**config.mk**
```make
export PLATFORM = sky130hd
export DESIGN_NAME = tcp_rx_8_to_32
export DESIGN_NICKNAME = d
export VERILOG_FILES = /design/src/rtl/rx_pkg.sv /design/src/rtl/rx_word_fifo.sv /design/src/rtl/tcp_rx_8_to_32.sv
export SDC_FILE = /design/constraint.sdc
export NUM_CORES = 1
export LEC_CHECK = 0
export CORE_ASPECT_RATIO = 0.6
export CORE_MARGIN = 2
export CORE_UTILIZATION = 45
export CTS_BUF_LIST = sky130_fd_sc_hd__clkbuf_4 sky130_fd_sc_hd__clkbuf_8 sky130_fd_sc_hd__clkbuf_16
export DETAILED_ROUTE_END_ITERATION = 8
export PLACE_DENSITY = 0.64
export SYNTH_ARGS = -nofsm -noshare
export SYNTH_HDL_FRONTEND = slang
export SYNTH_SLANG_ARGS = --single-unit
```
**constraint.sdc**
```tcl
create_clock -name CLK -period 4.8 [get_ports CLK]
set_clock_uncertainty 0.15 [all_clocks]
set_input_delay 0.48 -clock CLK [delete_from_list [all_inputs] [get_ports CLK]]
set_output_delay 0.48 -clock CLK [all_outputs]
set_load 0.01 [all_outputs]
```
**src/rtl/rx_pkg.sv**
```systemverilog
// Shared definitions for the TCP Rx byte-to-word packer: word geometry,
// lane ordering and the pack-control state encoding.
package rx_pkg;

  localparam int BYTES_PER_WORD = 4;
  localparam int PHASE_W        = 2;
  localparam int WORD_W         = 8 * BYTES_PER_WORD;

  // The first byte received lands in the least significant lane.
  localparam bit LSB_FIRST = 1'b1;

  // Pack control: IDLE holds no bytes, FILL holds 1..3 bytes,
  // DROP is the single cycle that follows discarding a partial word.
  typedef enum logic [1:0] {
    ST_IDLE = 2'd0,
    ST_FILL = 2'd1,
    ST_DROP = 2'd2
  } pack_state_e;

  // Lane of the pack register that receives the byte arriving at 'phase'.
  function automatic logic [PHASE_W-1:0] lane_of(input logic [PHASE_W-1:0] phase);
    if (LSB_FIRST) return phase;
    else           return PHASE_W'(BYTES_PER_WORD - 1) - phase;
  endfunction

endpackage

```
**src/rtl/rx_word_fifo.sv**
```systemverilog
// Generic synchronous first-word-fall-through FIFO with an occupancy
// count. The head entry is presented on rd_data_o whenever the FIFO is
// not empty; rd_data_o reads as zero while empty.
module rx_word_fifo #(
  parameter int DEPTH = 16,
  parameter int WIDTH = 32,
  localparam int AW   = $clog2(DEPTH),
  localparam int CW   = AW + 1
) (
  input  logic             clk_i,
  input  logic             rst_ni,
  input  logic             wr_en_i,
  input  logic [WIDTH-1:0] wr_data_i,
  input  logic             rd_en_i,
  output logic [WIDTH-1:0] rd_data_o,
  output logic             empty_o,
  output logic [CW-1:0]    count_o
);

  logic [WIDTH-1:0] mem_q [DEPTH];
  logic [AW-1:0]    wr_ptr_q;
  logic [AW-1:0]    rd_ptr_q;
  logic [CW-1:0]    count_q;
  logic             full;
  logic             wr_ok;
  logic             rd_ok;

  assign full    = (count_q == CW'(DEPTH));
  assign empty_o = (count_q == '0);
  assign count_o = count_q;

  // A pop on an empty FIFO is ignored; a push into a full FIFO is only
  // accepted when a pop frees the head slot in the same cycle.
  assign rd_ok = rd_en_i & ~empty_o;
  assign wr_ok = wr_en_i & (~full | rd_ok);

  assign rd_data_o = empty_o ? '0 : mem_q[rd_ptr_q];

  // Pointer and occupancy update; pointers wrap naturally at DEPTH (power of 2).
  always_ff @(posedge clk_i) begin
    // NOTE: state registers use non-blocking assignments so every flop
    // samples the pre-edge values, independent of statement order.
    if (!rst_ni) begin
      wr_ptr_q <= '0;
      rd_ptr_q <= '0;
      count_q  <= '0;
    end else begin
      if (wr_ok) wr_ptr_q <= wr_ptr_q + 1'b1;
      if (rd_ok) rd_ptr_q <= rd_ptr_q + 1'b1;
      case ({wr_ok, rd_ok})
        2'b10:   count_q <= count_q + 1'b1;
        2'b01:   count_q <= count_q - 1'b1;
        default: count_q <= count_q;
      endcase
    end
  end

  // Storage write port.
  always_ff @(posedge clk_i) begin
    // NOTE: the storage array is deliberately not reset; the pointers and
    // count define which entries are valid, so stale contents are never seen.
    if (wr_ok) mem_q[wr_ptr_q] <= wr_data_i;
  end

endmodule

```
**src/rtl/tcp_rx_8_to_32.sv**
```systemverilog
// Drains the TCP Rx byte stream through the EMPTY/RE/RV/RD handshake,
// packs every 4 bytes into a 32-bit word (first byte least significant)
// and buffers the words in an FWFT FIFO for the USR_CLK consumer.
// A partial word is discarded when the connection drops, and counted.
module tcp_rx_8_to_32
  import rx_pkg::*;
#(
  parameter int DEPTH     = 16,
  parameter int CNT_WIDTH = 8
) (
  input  logic                 CLK,
  input  logic                 RSTn,
  input  logic                 USR_ACTIVE,
  input  logic                 USR_RX_EMPTY,
  output logic                 USR_RX_RE,
  input  logic                 USR_RX_RV,
  input  logic [7:0]           USR_RX_RD,
  input  logic                 FIFO_READ,
  output logic                 FIFO_EMPTY,
  output logic [WORD_W-1:0]    FIFO_DATA,
  output logic [PHASE_W-1:0]   BYTE_PHASE,
  output logic [CNT_WIDTH-1:0] DROP_COUNT
);

  localparam int CW = $clog2(DEPTH) + 1;

  pack_state_e          state_q, state_d;
  logic [PHASE_W-1:0]   phase_q, phase_d;
  logic [WORD_W-1:0]    pack_q, pack_d;
  logic [CNT_WIDTH-1:0] drop_q, drop_d;
  logic                 post_rst_q;
  logic [WORD_W-1:0]    merged;
  logic                 word_wr;
  logic                 rx_rv;
  logic [CW-1:0]        word_count;

  // A byte requested before reset may still arrive in the first cycle
  // after it; that byte belongs to the discarded context and is dropped.
  assign rx_rv = USR_RX_RV & ~post_rst_q;

  // Keep one FIFO slot in reserve: with at most one byte in flight, at
  // most one more word can complete after RE falls, so no byte is lost.
  assign USR_RX_RE = RSTn & ~post_rst_q & USR_ACTIVE & ~USR_RX_EMPTY
                   & (word_count < CW'(DEPTH - 1));

  assign BYTE_PHASE = phase_q;
  assign DROP_COUNT = drop_q;

  // Pack control next-state: byte capture, word completion and drop handling.
  always_comb begin
    // NOTE: every variable gets a default before any branch so the block
    // stays purely combinational and no latch is inferred.
    state_d = state_q;
    phase_d = phase_q;
    pack_d  = pack_q;
    drop_d  = drop_q;
    word_wr = 1'b0;
    merged  = pack_q;
    merged[8*lane_of(phase_q) +: 8] = USR_RX_RD;

    // The cycle after a discard bumps the saturating counter.
    if (state_q == ST_DROP) begin
      state_d = ST_IDLE;
      if (drop_q != '1) drop_d = drop_q + 1'b1;
    end

    if (rx_rv) begin
      // Arriving bytes are always accepted, even with the connection down.
      if (phase_q == PHASE_W'(BYTES_PER_WORD - 1)) begin
        word_wr = 1'b1;
        phase_d = '0;
        pack_d  = '0;
        state_d = ST_IDLE;
      end else begin
        phase_d = phase_q + 1'b1;
        pack_d  = merged;
        state_d = ST_FILL;
      end
    end else if (!USR_ACTIVE && state_q == ST_FILL) begin
      phase_d = '0;
      pack_d  = '0;
      state_d = ST_DROP;
    end
  end

  // Pack control state register.
  always_ff @(posedge CLK) begin
    if (!RSTn) begin
      state_q    <= ST_IDLE;
      phase_q    <= '0;
      pack_q     <= '0;
      drop_q     <= '0;
      post_rst_q <= 1'b1;
    end else begin
      state_q    <= state_d;
      phase_q    <= phase_d;
      pack_q     <= pack_d;
      drop_q     <= drop_d;
      post_rst_q <= 1'b0;
    end
  end

  rx_word_fifo #(
    .DEPTH (DEPTH),
    .WIDTH (WORD_W)
  ) u_word_fifo (
    .clk_i     (CLK),
    .rst_ni    (RSTn),
    .wr_en_i   (word_wr),
    .wr_data_i (merged),
    .rd_en_i   (FIFO_READ),
    .rd_data_o (FIFO_DATA),
    .empty_o   (FIFO_EMPTY),
    .count_o   (word_count)
  );

endmodule

```
# After elaboration in Yosys (flattened, before gate mapping)
# Memory sizes are Yosys's and may differ from the RTL's. A register that Yosys moved wholly into a read port is not among the register bits.
# Index checks and enable logic that the tools add are counted.
# Widths: inputs -> output; s select.
[totals]
regBits = 58
mem_bits_rw = 512
output_inout_bits = 44
mem_count = 1
in_bits = 14
word_cells = 65
[op_classes]
n_reduce_logical = 7
n_lt_le_gt_ge = 1
add_sub_neg = 7
n_mux = 20
n_eq_ne = 7
bitwise_logic = 12
n_shift = 2
[memory_table]
columns = ["memory", "words", "width", "rd", "rd_ports_with_merged_regs", "wr", "line", "source"]
rows = [
  ["u_word_fifo.mem_q", 16, 32, 1, 1, 1, "rx_word_fifo.sv:20", "logic [WIDTH-1:0] mem_q [DEPTH];"],
]
[op_table]
columns = ["operator", "count"]
rows = [
  ["$mux 32", 4],
  ["$neg 5->34", 1],
  ["$shift 8x34->32 const A", 1],
  ["$shiftx 8x34->32", 1],
  ["$bwmux 32", 1],
  ["$mux 2", 6],
  ["$pmux 5 s2", 1],
  ["$add 4x1->4 const B", 2],
  ["$add 8x1->8 const B", 1],
  ["$mux 4", 2],
  ["$ne 8x8->1 const B", 1],
  ["$and 1x1->1", 7],
  ["$eq 2x2->1 const B", 3],
  ["$mux 1", 6],
  ["$add 5x1->5 const B", 1],
  ["$eq 5x5->1 const B", 1],
  ["$logic_not 5->1", 1],
  ["$lt 5x4->1 const B", 1],
  ["$sub 5x1->5 const B", 1],
  ["$eq 2x1->1 const B", 2],
  ["$not 1->1", 4],
  ["$reduce_bool 2->1", 2],
  ["$reduce_bool 3->1", 1],
  ["$add 2x1->2 const B", 1],
  ["4 further kinds", 4],
]

# Depth between registers and ports, before layout
[depth]
ltp_word = 7
depth_mapped = 9
ltp_nobuf = 8

# Modules after synthesis
# A second synthesis with hierarchy kept.
[unflattened]
cells_unflattened = 1174
area_unflattened_um2 = 22839.4
[by_module_without_submodules]
columns = ["mod", "area_per_inst_um2", "seq_area_each_um2", "instances", "cells_each"]
rows = [
  ["rx_word_fifo", 20473.4, 15715.1, 1, 912],
  ["tcp_rx_8_to_32", 2366.0, 900.9, 1, 262],
]

# Least setup slack after synthesis
# Ideal clock, no wire load.
[synth_timing]
path_type = "register to register"
from = "register phase_q[0] (netlist: BYTE_PHASE[0])"
to = "memory u_word_fifo.mem_q[0][0] (enable)"
path_buffers = 1
period_less_slack_ns = 4.232
arrival_time_ns = 3.621
path_stages_with_launch = 7
setup_slack_ns = 0.568
t_required_ns = 4.189
setup_ns = 0.461
path_cell_list = "dfxtp_1 > ha_1 > and3b_1 > clkbuf_1 > o21a_1 > nand2_1 > nor3_1"
[synth_via]
elab_chain_cells = 6
[synth_lines]
columns = ["element", "line", "source"]
rows = [
  ["from (decl)", "tcp_rx_8_to_32.sv:28", "logic [PHASE_W-1:0] phase_q, phase_d;"],
  ["from (signal assigned)", "tcp_rx_8_to_32.sv:96", "phase_q <= phase_d;"],
  ["$eq 2x2->1", "tcp_rx_8_to_32.sv:69", "if (phase_q == PHASE_W'(BYTES_PER_WORD - 1)) begin"],
  ["$mux 1", "tcp_rx_8_to_32.sv:69", ""],
  ["$mux 1", "tcp_rx_8_to_32.sv:67", "if (rx_rv) begin"],
  ["$and 1x1->1", "rx_word_fifo.sv:35", "assign wr_ok = wr_en_i & (~full | rd_ok);"],
  ["$mux 1", "rx_word_fifo.sv:62", "if (wr_ok) mem_q[wr_ptr_q] <= wr_data_i;"],
  ["$mux 1 (not written as such)", "rx_word_fifo.sv:62", ""],
  ["to (decl)", "rx_word_fifo.sv:20", ""],
]
# Every way passes these cells.

# Worst setup path after layout
[layout_timing]
from = "register u_word_fifo.count_q[0] (netlist: u_word_fifo.count_o[0])"
to = "output port FIFO_DATA[11]"
[layout_via]
elab_chain_cells = 2
[layout_lines]
columns = ["element", "line", "source"]
rows = [
  ["from (decl)", "rx_word_fifo.sv:23", "logic [CW-1:0] count_q;"],
  ["from (signal assigned)", "rx_word_fifo.sv:51", "2'b10: count_q <= count_q + 1'b1;"],
  ["from (signal assigned)", "rx_word_fifo.sv:52", "2'b01: count_q <= count_q - 1'b1;"],
  ["from (signal assigned)", "rx_word_fifo.sv:53", "default: count_q <= count_q;"],
  ["$logic_not 5->1", "rx_word_fifo.sv:29", "assign empty_o = (count_q == '0);"],
  ["$mux 32", "rx_word_fifo.sv:37", "assign rd_data_o = empty_o ? '0 : mem_q[rd_ptr_q];"],
  ["to (decl)", "tcp_rx_8_to_32.sv:20", "output logic [WORD_W-1:0] FIFO_DATA,"],
]
# Every way passes these cells.

==> results by group <==
Drt
  • Total Wirelength: between 50 and 60 mm
  • DR pass1 iterations: 5
  • Vias per std cell: 5.75
  • Post-route antenna net violation count: 0
  • Via count: between 10k and 15k
  • Initial drt markers: 1183
  • WL/cell: 25.9 um
  • Drt drc: 0

Pwr
  • Pwr dens: 393 mW/mm2
  • Clock share of power: 0.400
  • Switching Share: 0.211
  • Peak supply drop: approximately 0.0003 V
  • Total power draw: 10.2 mW
  • Combinational fraction of design power: 0.066
  • Power Internal: 8.07 mW
  • Sequential group share of total power: 0.533
  • Leak: 8.26 nW
  • NetSw: between 2 and 2.5 mW

Clock tree
  • Resized Gates After CTS: 0
  • Total CTS buffers: 52
  • TritonCTS clock tree: yes
  • Clock Latency Late Sink: 590 ps
  • Setup repair bufs after CTS: 0
  • Clock-pin slew on the worst setup and hold paths: 70 ps
  • CTS Hold Bufs: 0
  • Clock sinks: 574
  • H-tree depth: 2
  • Clk root buf: clkbuf_16
  • CTS Buffer Depth: 3

Setup path
  • Setup CP Type: reg2out
  • CP endpoint kind: output port
  • FF-to-FF path depth: 8
  • Worst path arrival time: 3450 ps
  • Critical Path Start Type: flip-flop
  • CP max FO: 16
  • CP required: 4170 ps

Global route
  • Initial antenna violation count: 0
  • Total GRT Usage: 0.201
  • Global-route wire length before repair: 76.4 mm
  • Total gr overflow: 0
  • Vias in the first global route: 11.6k
  • Largest net degree at the start of global routing: 43

Die
  • Die X-Extent: 293 um
  • Die height: 178 um
  • Ports: 58
  • Core area: 0.0495 mm2
  • Initial Util: 0.457
  • Rows: 63
  • Die area: 0.0521 mm2

STA
  • Final period util: 0.850
  • RSZ-0062 raised after global routing: no
  • Fin. Hold Viols: 0
  • Max-Slew Margin vs Limit: 0.331
  • Minimum clock period: a little over 4000 ps
  • FMAX: about 250 MHz
  • Slew @ Worst Pin: 999 ps
  • Final setup viols: 0
  • Hold_ws: 315 ps
  • Max-slew violation count: 0
  • Setup TNS: 0 ps

Placed design
  • Placed Instance Area: 0.0244 mm2
  • Post-DP HPWL: 29.7 mm
  • Final Wtd Congestion: 0.757
  • Cells after DPL: about 1.9k
  • Port Buffers: 57

Yosys
  • Synth cell count leaders: edfxtp_1 (512), mux4_2 (128), mux2i_1 (71)
  • Synth unique cells: 57
  • Synth warn: 0
  • Cells after Synth: 1176
  • Yosys reg bits: ~570
  • Count leader, synth: edfxtp_1
  • Synth top area share: 0.680
  • Area contributors post-synth: edfxtp_1 (68%), mux4_2 (13%), dfxtp_1 (5.5%)
  • Number of enable flip-flop cells after synthesis: 512
  • Synth Cell Area: 0.0226 mm2
  • Fraction of the yosys area taken by sequential cells: 0.735
  • Syn avg cell area: 19.2 um2
  • Cell taking the most area after synthesis: edfxtp_1
  • Syn_nets: about 1.2k
  • Ys flop type: edfxtp_1
  • Post-synth ARST share: 0

Layout
  • Design area: 0.0260 mm2
  • Number of antenna diodes: 0
  • Share of layout cells above drive strength 1: 0.231
  • Layout Nets: 1309
  • Area growth from synthesis to layout: 15.2%
  • Non-filler cells, final: just under 2k

Run
  • Total of max-cap violations: 0

Outcome
  • Status: complete, no violations

Min path
  • Worst Hold Depth: 1
  • Worst Hold Class: reg2reg
## cell type report
class | instances | area [um2]
Sequential cell | 574 | 16600
Tap cell | 650 | 813
Fill cell | 3885 | 23500
Clock inverter | 24 | 179
Inverter | 61 | 229
Timing Repair Buffer | 115 | 1120
Multi-Input combinational cell | 476 | 5570
Clock buffer | 72 | 1510
## worst max-delay path: stages, from the launching register on
cell and delay [ps]:
dfxtp_1 370, or4_1 800, nor2_8 190, or2_2 550
buf_4 330, o22ai_1 120, clkdlybuf4s50_1 500
## routing by layer
metal | up-vias | GRT usage | wire [um]
met5 | - | 0 | 0
met1 | 6002 | 0.302 | 24000
met4 | 0 | 0.0400 | 832
li1 | 4944 | - | -
met3 | 65 | 0.0316 | 2700
met2 | 333 | 0.314 | 23500
## cell usage in the layout, fill, tap and decap left out, types with 4 or more instances in the layout
cell type	instances
buf_4	49
clkbuf_16	53
a21oi_1	9
nor3_2	4
o21a_1	4
o21ai_0	10
clkdlybuf4s50_1	57
a2bb2oi_1	48
nor2_4	12
xor2_1	5
o22ai_1	32
buf_12	9
nor3_1	4
dfxtp_1	59
clkbuf_4	12
ha_1	14
nand2_1	26
o211ai_1	4
edfxtp_1	512
mux4_2	128
and2_1	8
clkinv_1	7
mux2i_1	71
inv_1	60
nand2b_1	6
clkbuf_8	7
nand3_1	5
nor2_1	39
clkinv_2	11
## flip-flops by register name, summed over array words and instances, names as in the netlist, named ones only
name	cells
u_word_fifo.mem_q	512
pack_q	32
DROP_COUNT	8
u_word_fifo.count_o	5
u_word_fifo.rd_ptr_q	4
u_word_fifo.wr_ptr_q	4
BYTE_PHASE	2
state_q	2
post_rst_q	1
## power groups by stage
stage / combinational, mW / clock (mW) / sequential [mW]
final: 0.677 / 4.09 / 5.45
after global routing: 0.735 / 4.38 / 5.46
after CTS: 0.688 / 4.16 / 5.45
after detailed placement: 0.685 / 0 / 5.56
after global placement: 0.678 / 0 / 5.56
after floorplan: 0.479 / 0 / 5.53
## cell families (layout without fill, tap and decap cells)
kind of cell / after synthesis / in the layout / synth area share
muxes: 199 / 199 / 0.159
adders and majority gates: 15 / 15 / 0.00864
buffers and inverters: 126 / 272 / 0.0237
xor gates and xnor gates: 7 / 7 / 0.00271
AOI/OAI and AO/OA: 122 / 122 / 0.0407
and+or+nand+nor: 133 / 133 / 0.0300
DFF: 574 / 574 / 0.735
## stage by stage
step | util | setup slack, ps
2_1_floorplan | - | 568
3_3_place_gp | 0.492 | 1310
3_5_place_dp | 0.492 | 1260
4_1_cts | 0.526 | 655
5_1_grt | 0.526 | 558
6_report | 0.526 | 722
## path summary, 6_finish.rpt
| check | from | endpoint | slack, ps |
|---|---|---|---|
| setup / recovery | u_word_fifo.count_o[0] | FIFO_DATA[11] | 720 |
| hold / removal | pack_q[29] | pack_q[29] | 320 |
| setup reg to reg | u_word_fifo.count_o[0] | u_word_fifo.count_o[4] | 1480 |
| hold reg to reg | pack_q[29] | pack_q[29] | 320 |
No activity file was read; power rests on OpenSTA's default activity.
